## config.mk

```make
export PLATFORM = sky130hd
export DESIGN_NAME = alu_writeback
export DESIGN_NICKNAME = d
export VERILOG_FILES = /design/src/rtl/sparc_alu_pkg.sv /design/src/rtl/icc_calc.sv /design/src/rtl/alu_writeback.sv
export SDC_FILE = /design/constraint.sdc
export NUM_CORES = 1
export LEC_CHECK = 0
export ABC_CLOCK_PERIOD_IN_PS = 3500
export BUFFER_PORTS_ARGS = -buffer_cell sky130_fd_sc_hd__clkbuf_2
export CAP_MARGIN = 25
export CORE_AREA = 5 5 107 109
export CTS_CLUSTER_DIAMETER = 120
export DETAILED_ROUTE_END_ITERATION = 8
export DIE_AREA = 0 0 112 114
export GPL_ROUTABILITY_DRIVEN = 0
export PLACE_DENSITY = 0.86
export REMOVE_ABC_BUFFERS = 1
export SLEW_MARGIN = 40
export SYNTH_ARGS = -nofsm -noshare
export SYNTH_HDL_FRONTEND = slang
export SYNTH_SLANG_ARGS = --single-unit
```

## constraint.sdc

```tcl
create_clock -name Clk -period 3.5 [get_ports Clk]
set_input_delay 0 -clock Clk [delete_from_list [all_inputs] [get_ports Clk]]
set_output_delay 0 -clock Clk [all_outputs]
set_load 0.02 [all_outputs]
```

## src/rtl/sparc_alu_pkg.sv

```systemverilog
// Shared definitions for the mini_alu result path: opcodes, icc bit positions, default width.
package sparc_alu_pkg;

  localparam int unsigned DefaultDataW = 32;

  localparam logic [3:0] OP_ADD   = 4'b0000;
  localparam logic [3:0] OP_ADDX  = 4'b0001;
  localparam logic [3:0] OP_SUB   = 4'b0010;
  localparam logic [3:0] OP_SUBX  = 4'b0011;
  localparam logic [3:0] OP_AND   = 4'b0100;
  localparam logic [3:0] OP_OR    = 4'b0101;
  localparam logic [3:0] OP_XOR   = 4'b0110;
  localparam logic [3:0] OP_ANDN  = 4'b0111;
  localparam logic [3:0] OP_ORN   = 4'b1000;
  localparam logic [3:0] OP_XNOR  = 4'b1001;
  localparam logic [3:0] OP_SLL   = 4'b1010;
  localparam logic [3:0] OP_SRL   = 4'b1011;
  localparam logic [3:0] OP_SRA   = 4'b1100;
  localparam logic [3:0] OP_PASSA = 4'b1101;
  localparam logic [3:0] OP_PASSB = 4'b1110;
  localparam logic [3:0] OP_NOTB  = 4'b1111;

  localparam int unsigned ICC_N = 3;
  localparam int unsigned ICC_Z = 2;
  localparam int unsigned ICC_V = 1;
  localparam int unsigned ICC_C = 0;

endpackage

```

## src/rtl/icc_calc.sv

```systemverilog
// Combinational SPARC icc generation {N,Z,V,C} from an ALU op, its operands and result.
module icc_calc
  import sparc_alu_pkg::*;
#(
  parameter int unsigned DATA_W = DefaultDataW
) (
  input  logic [3:0]        opcode,
  input  logic [DATA_W-1:0] a,
  input  logic [DATA_W-1:0] b,
  input  logic [DATA_W-1:0] y,
  input  logic              cin,
  output logic [3:0]        flags
);

  logic              cin_eff;
  logic [DATA_W:0]   a_ext;
  logic [DATA_W:0]   b_ext;
  logic [DATA_W:0]   cin_ext;
  logic [DATA_W:0]   max_ext;
  logic              sa;
  logic              sb;
  logic              sy;

  // Only the extended-precision forms consume the incoming carry.
  assign cin_eff = ((opcode == OP_ADDX) || (opcode == OP_SUBX)) ? cin : 1'b0;
  assign a_ext   = {1'b0, a};
  assign b_ext   = {1'b0, b};
  assign cin_ext = {{DATA_W{1'b0}}, cin_eff};
  assign max_ext = {1'b0, {DATA_W{1'b1}}};
  assign sa      = a[DATA_W-1];
  assign sb      = b[DATA_W-1];
  assign sy      = y[DATA_W-1];

  always_comb begin
    flags        = 4'b0000;
    flags[ICC_N] = sy;
    flags[ICC_Z] = (y == '0);
    case (opcode)
      OP_ADD, OP_ADDX: begin
        // Carry-out is whether the wide sum exceeds the largest DATA_W-bit value.
        flags[ICC_C] = (a_ext + b_ext + cin_ext) > max_ext;
        flags[ICC_V] = (sa == sb) && (sy != sa);
      end
      OP_SUB, OP_SUBX: begin
        flags[ICC_C] = a_ext < (b_ext + cin_ext);
        flags[ICC_V] = (sa != sb) && (sy != sa);
      end
      default: ;
    endcase
  end

endmodule

```

## src/rtl/alu_writeback.sv

```systemverilog
// ALU result buffer with architectural icc register; flags update at accept, results drain in order.
module alu_writeback
  import sparc_alu_pkg::*;
#(
  parameter int unsigned DATA_W = DefaultDataW,
  parameter int unsigned DEPTH  = 2
) (
  input  logic              Clk,
  input  logic              Clr,
  input  logic              in_valid,
  output logic              in_ready,
  input  logic [3:0]        in_opcode,
  input  logic [DATA_W-1:0] in_a,
  input  logic [DATA_W-1:0] in_b,
  input  logic [DATA_W-1:0] in_y,
  input  logic [4:0]        in_rd,
  input  logic              in_setcc,
  output logic              alu_c1,
  output logic [3:0]        icc,
  output logic              out_valid,
  input  logic              out_ready,
  output logic [DATA_W-1:0] out_data,
  output logic [4:0]        out_rd,
  output logic              out_we
);

  localparam int unsigned    PtrW    = $clog2(DEPTH);
  localparam int unsigned    CntW    = $clog2(DEPTH + 1);
  localparam logic [CntW-1:0] CntFull = CntW'(DEPTH);

  logic [DATA_W-1:0] data_mem [DEPTH];
  logic [4:0]        rd_mem   [DEPTH];

  logic [PtrW-1:0] wr_ptr_q, wr_ptr_d;
  logic [PtrW-1:0] rd_ptr_q, rd_ptr_d;
  logic [CntW-1:0] count_q,  count_d;
  logic [3:0]      icc_q,    icc_d;
  logic [3:0]      icc_new;
  logic            push;
  logic            pop;

  icc_calc #(
    .DATA_W (DATA_W)
  ) u_icc_calc (
    .opcode (in_opcode),
    .a      (in_a),
    .b      (in_b),
    .y      (in_y),
    .cin    (icc_q[ICC_C]),
    .flags  (icc_new)
  );

  // in_ready depends only on registered count, never on out_ready.
  assign in_ready  = (count_q != CntFull);
  assign out_valid = (count_q != '0);
  assign push      = in_valid && in_ready;
  assign pop       = out_valid && out_ready;

  assign out_data  = data_mem[rd_ptr_q];
  assign out_rd    = rd_mem[rd_ptr_q];
  assign out_we    = out_valid && (out_rd != 5'd0);
  assign icc       = icc_q;
  assign alu_c1    = icc_q[ICC_C];

  always_comb begin
    wr_ptr_d = wr_ptr_q;
    rd_ptr_d = rd_ptr_q;
    count_d  = count_q;
    icc_d    = icc_q;
    if (push) begin
      wr_ptr_d = wr_ptr_q + PtrW'(1);
      if (in_setcc) begin
        icc_d = icc_new;
      end
    end
    if (pop) begin
      rd_ptr_d = rd_ptr_q + PtrW'(1);
    end
    case ({push, pop})
      2'b10:   count_d = count_q + CntW'(1);
      2'b01:   count_d = count_q - CntW'(1);
      default: ;
    endcase
  end

  always_ff @(posedge Clk) begin
    if (!Clr) begin
      wr_ptr_q <= '0;
      rd_ptr_q <= '0;
      count_q  <= '0;
      icc_q    <= 4'b0000;
    end else begin
      wr_ptr_q <= wr_ptr_d;
      rd_ptr_q <= rd_ptr_d;
      count_q  <= count_d;
      icc_q    <= icc_d;
    end
  end

  // Storage carries no reset; stale contents are unreachable once pointers clear.
  always_ff @(posedge Clk) begin
    if (push) begin
      data_mem[wr_ptr_q] <= in_y;
      rd_mem[wr_ptr_q]   <= in_rd;
    end
  end

endmodule

```

==> run summary, run 1 <==
Post-Syn Area = 5040 um2
post-synthesis sequential area ratio = 0.476
PwrDens = 481 nW/um2
post-route clock period utilization = 0.938
Die Wd = 112 um
number of routed nets with antenna violations = 0
Avg Synthesized Cell Area = 12.5 um2
htree depth = 3
Clock transition at path regs = 0.08 ns
WP data arrival = 3.55 ns
final instance area = 6560 um2
Setup CP Type = reg -> reg
relative slew slack = 0.625
IO Port Bufs = 154
post-synthesis register bit count = 83
Avg WL per Cell = 18.2 um
Pre-Repair DR Iteration Count = 4
max-slew violations = 0
initial antenna violation count = 0
vias per cell = 5.52
clk sink count = 83
commonest cells after routing, fill and taps aside = 154 x clkbuf_2, 74 x edfxtp_1, 64 x ha_1, 38 x dlygate4sd3_1, 37 x mux2_2
Ys Warns = 0
most common cell after layout, fill and taps aside = clkbuf_2
Max Cap Violations = 0
DRC viols = 0
grt total ovfl = 0
largest net degree at the start of global routing = 38
Ports = 155
vias = 4147
EDFF count, synth = 74
Max Clk Rate = 305 MHz
Starting Density = 0.480
diode count = 0
Max VDD drop = 0.000455 V
top_reg_cell synth = edfxtp_1
layout cells sized above 1 = 0.357
Root Buffer = clkbuf_8
placed wire-length estimate = 10.1 mm
Fin. Hold Viols = 0
CP Capture Type = flip-flop
final setup TNS = 0 ns
RSZ-0062 raised after global routing = no
Die ar. = 12800 um2
die height = 114 um
CTS tree = yes
final WL = 13.7 mm
clock buffer depth = 2
Skew-Pair Late Insertion Delay = 0.35 ns
Gate Count Post-Synth = 405
final core utilization = 0.624
Post-DP Area = 6000 um2
vias in the first global route = 4431
CP startpoint kind = flip-flop
CTS buffer count = 9
Rows = 38
Layout Nets = 782
Area Overhead vs Synth = 30.0%
static leakage = 2.73 nW
Overall Global Routing Usage = 0.217
async set-reset flop share out of synthesis = 0
Worst-Margin Slew = 0.561 ns
core area = 10500 um2
status = finished, final reports clean
Setup Skew = 0.00784 ns
Hold Path Class = in -> reg
Tmin final = 3.28 ns
setup violators final = 0
Starting DRT DRC Count = 135
first-pass GRT wire length = 21.9 mm
Max FO, Critical Path = 4
CP Data Required Time = 3.76 ns
count of different cell masters after synthesis = 45
power by group:
group	switching (W)	internal [W]	leakage (nW)
sequential	0.0000598	0.00127	0.766
combinational	0.000729	0.000505	1.88
clock	0.000330	0.000260	0.0799
total	0.00112	0.00204	2.73
flip-flops by register name, indices dropped and copies added, names as in the netlist, named ones only:
signal / flops
rd_ptr_q: 1
data_mem: 64
wr_ptr_q: 1
icc: 4
rd_mem: 10
count_q: 2
logic make-up after synthesis:
| family | share of synthesized area |
|---|---|
| AND/OR/NAND/NOR | 0.129 |
| flip-flops | 0.476 |
| buffers and inverters | 0.00918 |
| multiplexers | 0.0846 |
| adder cells (fa/ha/maj) | 0.167 |
| XOR/XNOR | 0.0625 |
| AO/OA/AOI/OAI | 0.0712 |
through the flow:
step	power (W)	setup WS (ns)	instances	hold slack (ns)
6_report	0.00315	0.217	751	0.0141
3_5_place_dp	0.00252	0.219	697	0.199
4_1_cts	0.00315	0.181	751	0.00283
2_1_floorplan	0.00209	0.113	398	0.0989
5_1_grt	0.00333	0.0413	751	0.0196
3_3_place_gp	0.00246	0.411	696	0.191
cells in the mapped netlist (all sizes together), types with 4 or more instances:
cell,number,area share
nand3,18,0.018
nand4,21,0.026
dfxtp,9,0.036
buf,7,0.0084
a21o,7,0.010
xor2,27,0.047
nor3,8,0.0089
xnor2,9,0.016
edfxtp,74,0.44
a211oi,4,0.0060
ha,64,0.16
and4,5,0.0087
o21a,4,0.0060
o21ai,14,0.014
nor2b,5,0.0062
mux2,37,0.083
a21oi,18,0.018
and3,6,0.0084
nor2,8,0.0065
nand2,22,0.016
nor4,11,0.014
per-layer routing:
metal	up-vias	track usage	routed length, um
met4	0	0.0625	173
met2	183	0.404	7080
met3	14	0.0546	1030
met1	1959	0.246	5410
met5	-	0	0
li1	1991	-	-
critical path, stage by stage (launching register included):
cell and delay, ns:
dfxtp_1 0.36, and3_1 0.22, ha_1 0.25, ha_1 0.23, and3_1 0.19, and3b_1 0.20
and2b_4 0.18, nand3_1 0.11, xor2_1 0.17, ha_1 0.20, or4_1 0.54, a21oi_2 0.14
o211a_1 0.16, nand3_1 0.07, a32oi_1 0.19
final cells by class:
cell class	instances	area, um2
fill	830	3950
multi-input combinational	314	2610
sequential	83	2400
timing repair buffer	197	1200
tap	140	175
clock buffer	11	131
clock inverter	5	37.5
inverter	1	3.75
path summary, 6_finish.rpt:
kind                      endpoint                 from  slack (ns)  depth (start not counted)
min reg2reg    icc[2]$_SDFFE_PN0P_  icc[2]$_SDFFE_PN0P_        0.53                          2
max            icc[0]$_SDFFE_PN0P_  icc[0]$_SDFFE_PN0P_        0.22                         14
max reg2reg    icc[0]$_SDFFE_PN0P_  icc[0]$_SDFFE_PN0P_        0.22                         14
min          wr_ptr_q$_SDFFE_PN0P_                  Clr        0.01                          2
timing repair:
item,CTS,global route
endpoints found under the setup margin,0,1
gates resized for setup,0,1
hold buffers,38,0
hold endpoints to repair,75,0
buffers inserted,0,0
No activity file was read; power rests on OpenSTA's default activity.
==> run 2, diff against run 1 <==
--- a/config.mk
+++ b/config.mk
@@ -8,12 +8,12 @@
 export ABC_CLOCK_PERIOD_IN_PS = 3500
 export BUFFER_PORTS_ARGS = -buffer_cell sky130_fd_sc_hd__clkbuf_2
 export CAP_MARGIN = 25
-export CORE_AREA = 5 5 107 109
+export CORE_AREA = 5 5 105 107
 export CTS_CLUSTER_DIAMETER = 120
 export DETAILED_ROUTE_END_ITERATION = 8
-export DIE_AREA = 0 0 112 114
+export DIE_AREA = 0 0 110 112
 export GPL_ROUTABILITY_DRIVEN = 0
-export PLACE_DENSITY = 0.86
+export PLACE_DENSITY = 0.88
 export REMOVE_ABC_BUFFERS = 1
 export SLEW_MARGIN = 40
 export SYNTH_ARGS = -nofsm -noshare
==> run 2 against run 1 <==
  * Clock power is 5.1% lower
  * Cell count is 0.67% lower
  * Combinational power about the same
  * Via count down 1.9%
==> run summary, run 2 (synthesized netlist as in run 1, its figures left out) <==
status = finished, final reports clean
Setup CP Type = reg -> reg
reg-to-reg startpoint = icc[0]$_SDFFE_PN0P_
clk sink count = 83 (unchanged)
IO Port Bufs = 154 (unchanged)
Worst Hold End = count_q[1]$_SDFFE_PN0P_
number of routed nets with antenna violations = 0 (unchanged)
DRC viols = 0 (unchanged)
largest net degree at the start of global routing = 38 (unchanged)
Most flops, register = data_mem
worst-path cell chain = and3_1 > ha_2 > ha_1 > and3_1 > and3b_1 > and2b_4 > nand3_1 > xor2_1 > ha_1 > or4_1 > a21oi_2 > o211a_1 > nand3_1 > a32oi_1
Starting DRT DRC Count = 135 (unchanged)
Fin. Hold Viols = 0 (unchanged)
Final Worst Setup Slack = 0.275 ns (+0.0574 ns)
Rows = 37 (-2.6%)
Root Buffer = clkbuf_8
PwrDens = 474 nW/um2 (-1.4%)
final setup TNS = 0 ns (unchanged)
final WL = 12.8 mm (-6.8%)
htree depth = 3 (unchanged)
Max Clk Rate = 310 MHz (+1.8%)
R2R Setup Slk = 0.27 ns (+0.06 ns)
CP max-delay cell = or4_1
Tmin final = 3.23 ns (-0.0574 ns)
Overall Global Routing Usage = 0.206 (-0.0107)
relative slew slack = 0.660 (+0.0348)
Worst Min Path Start = Clr
Area Overhead vs Synth = 30.1% (about the same)
post-route clock period utilization = 0.922 (-0.0164)
static leakage = 2.73 nW (about the same)
commonest cells after routing, fill and taps aside = 154 x clkbuf_2, 74 x edfxtp_1, 63 x ha_1, 37 x mux2_2, 37 x dlygate4sd3_1
final core utilization = 0.653 (+0.0292)
Ports = 155 (unchanged)
vias per cell = 5.46 (-1.2%)
Hold Path Class = in -> reg
core area = 10000 um2 (-4.4%)
Die Wd = 110 um (-1.8%)
Skew-Pair Late Insertion Delay = 0.34 ns (about the same)
Max Cap Violations = 0 (unchanged)
CP Data Required Time = 3.76 ns (about the same)
CTS buffer count = 9 (unchanged)
hold_ws = 0.0182 ns (+0.00408 ns)
WP data arrival = 3.48 ns (-0.07 ns)
layout cells sized above 1 = 0.357 (+0.000585)
vias = 4070 (-1.9%)
CP peak stage delay = 0.53 ns (about the same)
clock buffer depth = 2 (unchanged)
initial antenna violation count = 0 (unchanged)
first-pass GRT wire length = 19.9 mm (-9.1%)
CP Capture Type = flip-flop
vias in the first global route = 4297 (-3.0%)
Avg WL per Cell = 17.1 um (-6.2%)
Worst-Margin Slew = 0.510 ns (-0.0509 ns)
CP startpoint kind = flip-flop
diode count = 0 (unchanged)
most common cell after layout, fill and taps aside = clkbuf_2
CTS tree = yes
Max VDD drop = 0.000295 V (-35%)
reg2reg end = icc[0]$_SDFFE_PN0P_
Die ar. = 12300 um2 (-3.5%)
setup violators final = 0 (unchanged)
Setup Skew = 0.00620 ns (-0.00164 ns)
die height = 112 um (-1.8%)
Hold Path Depth = 2 (unchanged)
Clock transition at path regs = 0.08 ns (about the same)
reg2reg path depth = 14 (unchanged)
RSZ-0062 raised after global routing = no
Max FO, Critical Path = 4 (unchanged)
Starting Density = 0.502 (+0.0221)
pre-CTS WS = 0.220 ns (+0.000341 ns)
Pre-Repair DR Iteration Count = 4 (unchanged)
Post-CTS Setup Repair Bufs = 0 (unchanged)
max reg flops = 64 (unchanged)
Layout Nets = 781 (-0.13%)
max-slew violations = 0 (unchanged)
FILL cells = 767 (-7.6%)
placed wire-length estimate = 9.92 mm (-2.1%)
grt total ovfl = 0 (unchanged)
-- run 2: how the worst max path moves through the flow --
stage	startpoint	to	slack, ns
detailed placement	icc[0]$_SDFFE_PN0P_	icc[0]$_SDFFE_PN0P_	0.22
global placement	icc[0]$_SDFFE_PN0P_	icc[0]$_SDFFE_PN0P_	0.41
global route	icc[0]$_SDFFE_PN0P_	icc[0]$_SDFFE_PN0P_	0.04
finish	icc[0]$_SDFFE_PN0P_	icc[0]$_SDFFE_PN0P_	0.27
floorplan	icc[0]$_SDFFE_PN0P_	icc[0]$_SDFFE_PN0P_	0.11
CTS	icc[0]$_SDFFE_PN0P_	icc[0]$_SDFFE_PN0P_	0.18
-- run 2: what timing repair did --
action | in CTS | in global routing
resized for setup | 0 | 3
hold buffers | 37 | 0
endpoints found under the setup margin | 0 | 1
endpoints found under the hold margin | 74 | 0
-- run 2: critical path, delay by kind of cell, from the launching register on --
kind	cells	cell delay (ns)
compound gates	3	0.50
xor+xnor	1	0.16
fa+ha+maj	3	0.64
flops	1	0.36
simple gates	7	1.49
-- run 2: stage by stage --
| step | instance area, um2 | std cells | power, W |
|---|---|---|---|
| finish | 6560 | 746 | 0.00311 |
| global route | 6560 | 746 | 0.00330 |
| CTS | 6550 | 746 | 0.00314 |
| detailed placement | 6010 | 693 | 0.00253 |
| global placement | 5970 | 691 | 0.00246 |
| floorplan | 5000 | 398 | 0.00209 |
-- run 2: layer usage --
layer / global-route usage / wire length (um) / vias up
met4: 0.0673 / 318 / 0
li1: - / - / 1990
met2: 0.364 / 6480 / 162
met1: 0.236 / 4980 / 1889
met5: 0 / 0 / -
met3: 0.0580 / 980 / 29
-- run 2: report_power, final --
group	leakage [nW]	switching [W]	internal, W
clock network	0.0807	0.000306	0.000254
logic	1.88	0.000712	0.000521
registers	0.766	0.0000492	0.00127
total	2.73	0.00107	0.00204
-- run 2: area by class of cell --
class | count | area (um2) | share of cell area
Clock inverter | 5 | 30.0 | 0.00458
Sequential cell | 83 | 2400 | 0.366
Tap cell | 136 | 170 | 0.0259
Clock buffer | 11 | 131 | 0.0200
Multi-Input combinational cell | 314 | 2620 | 0.399
Inverter | 1 | 3.75 | 0.000572
Timing Repair Buffer | 196 | 1210 | 0.184
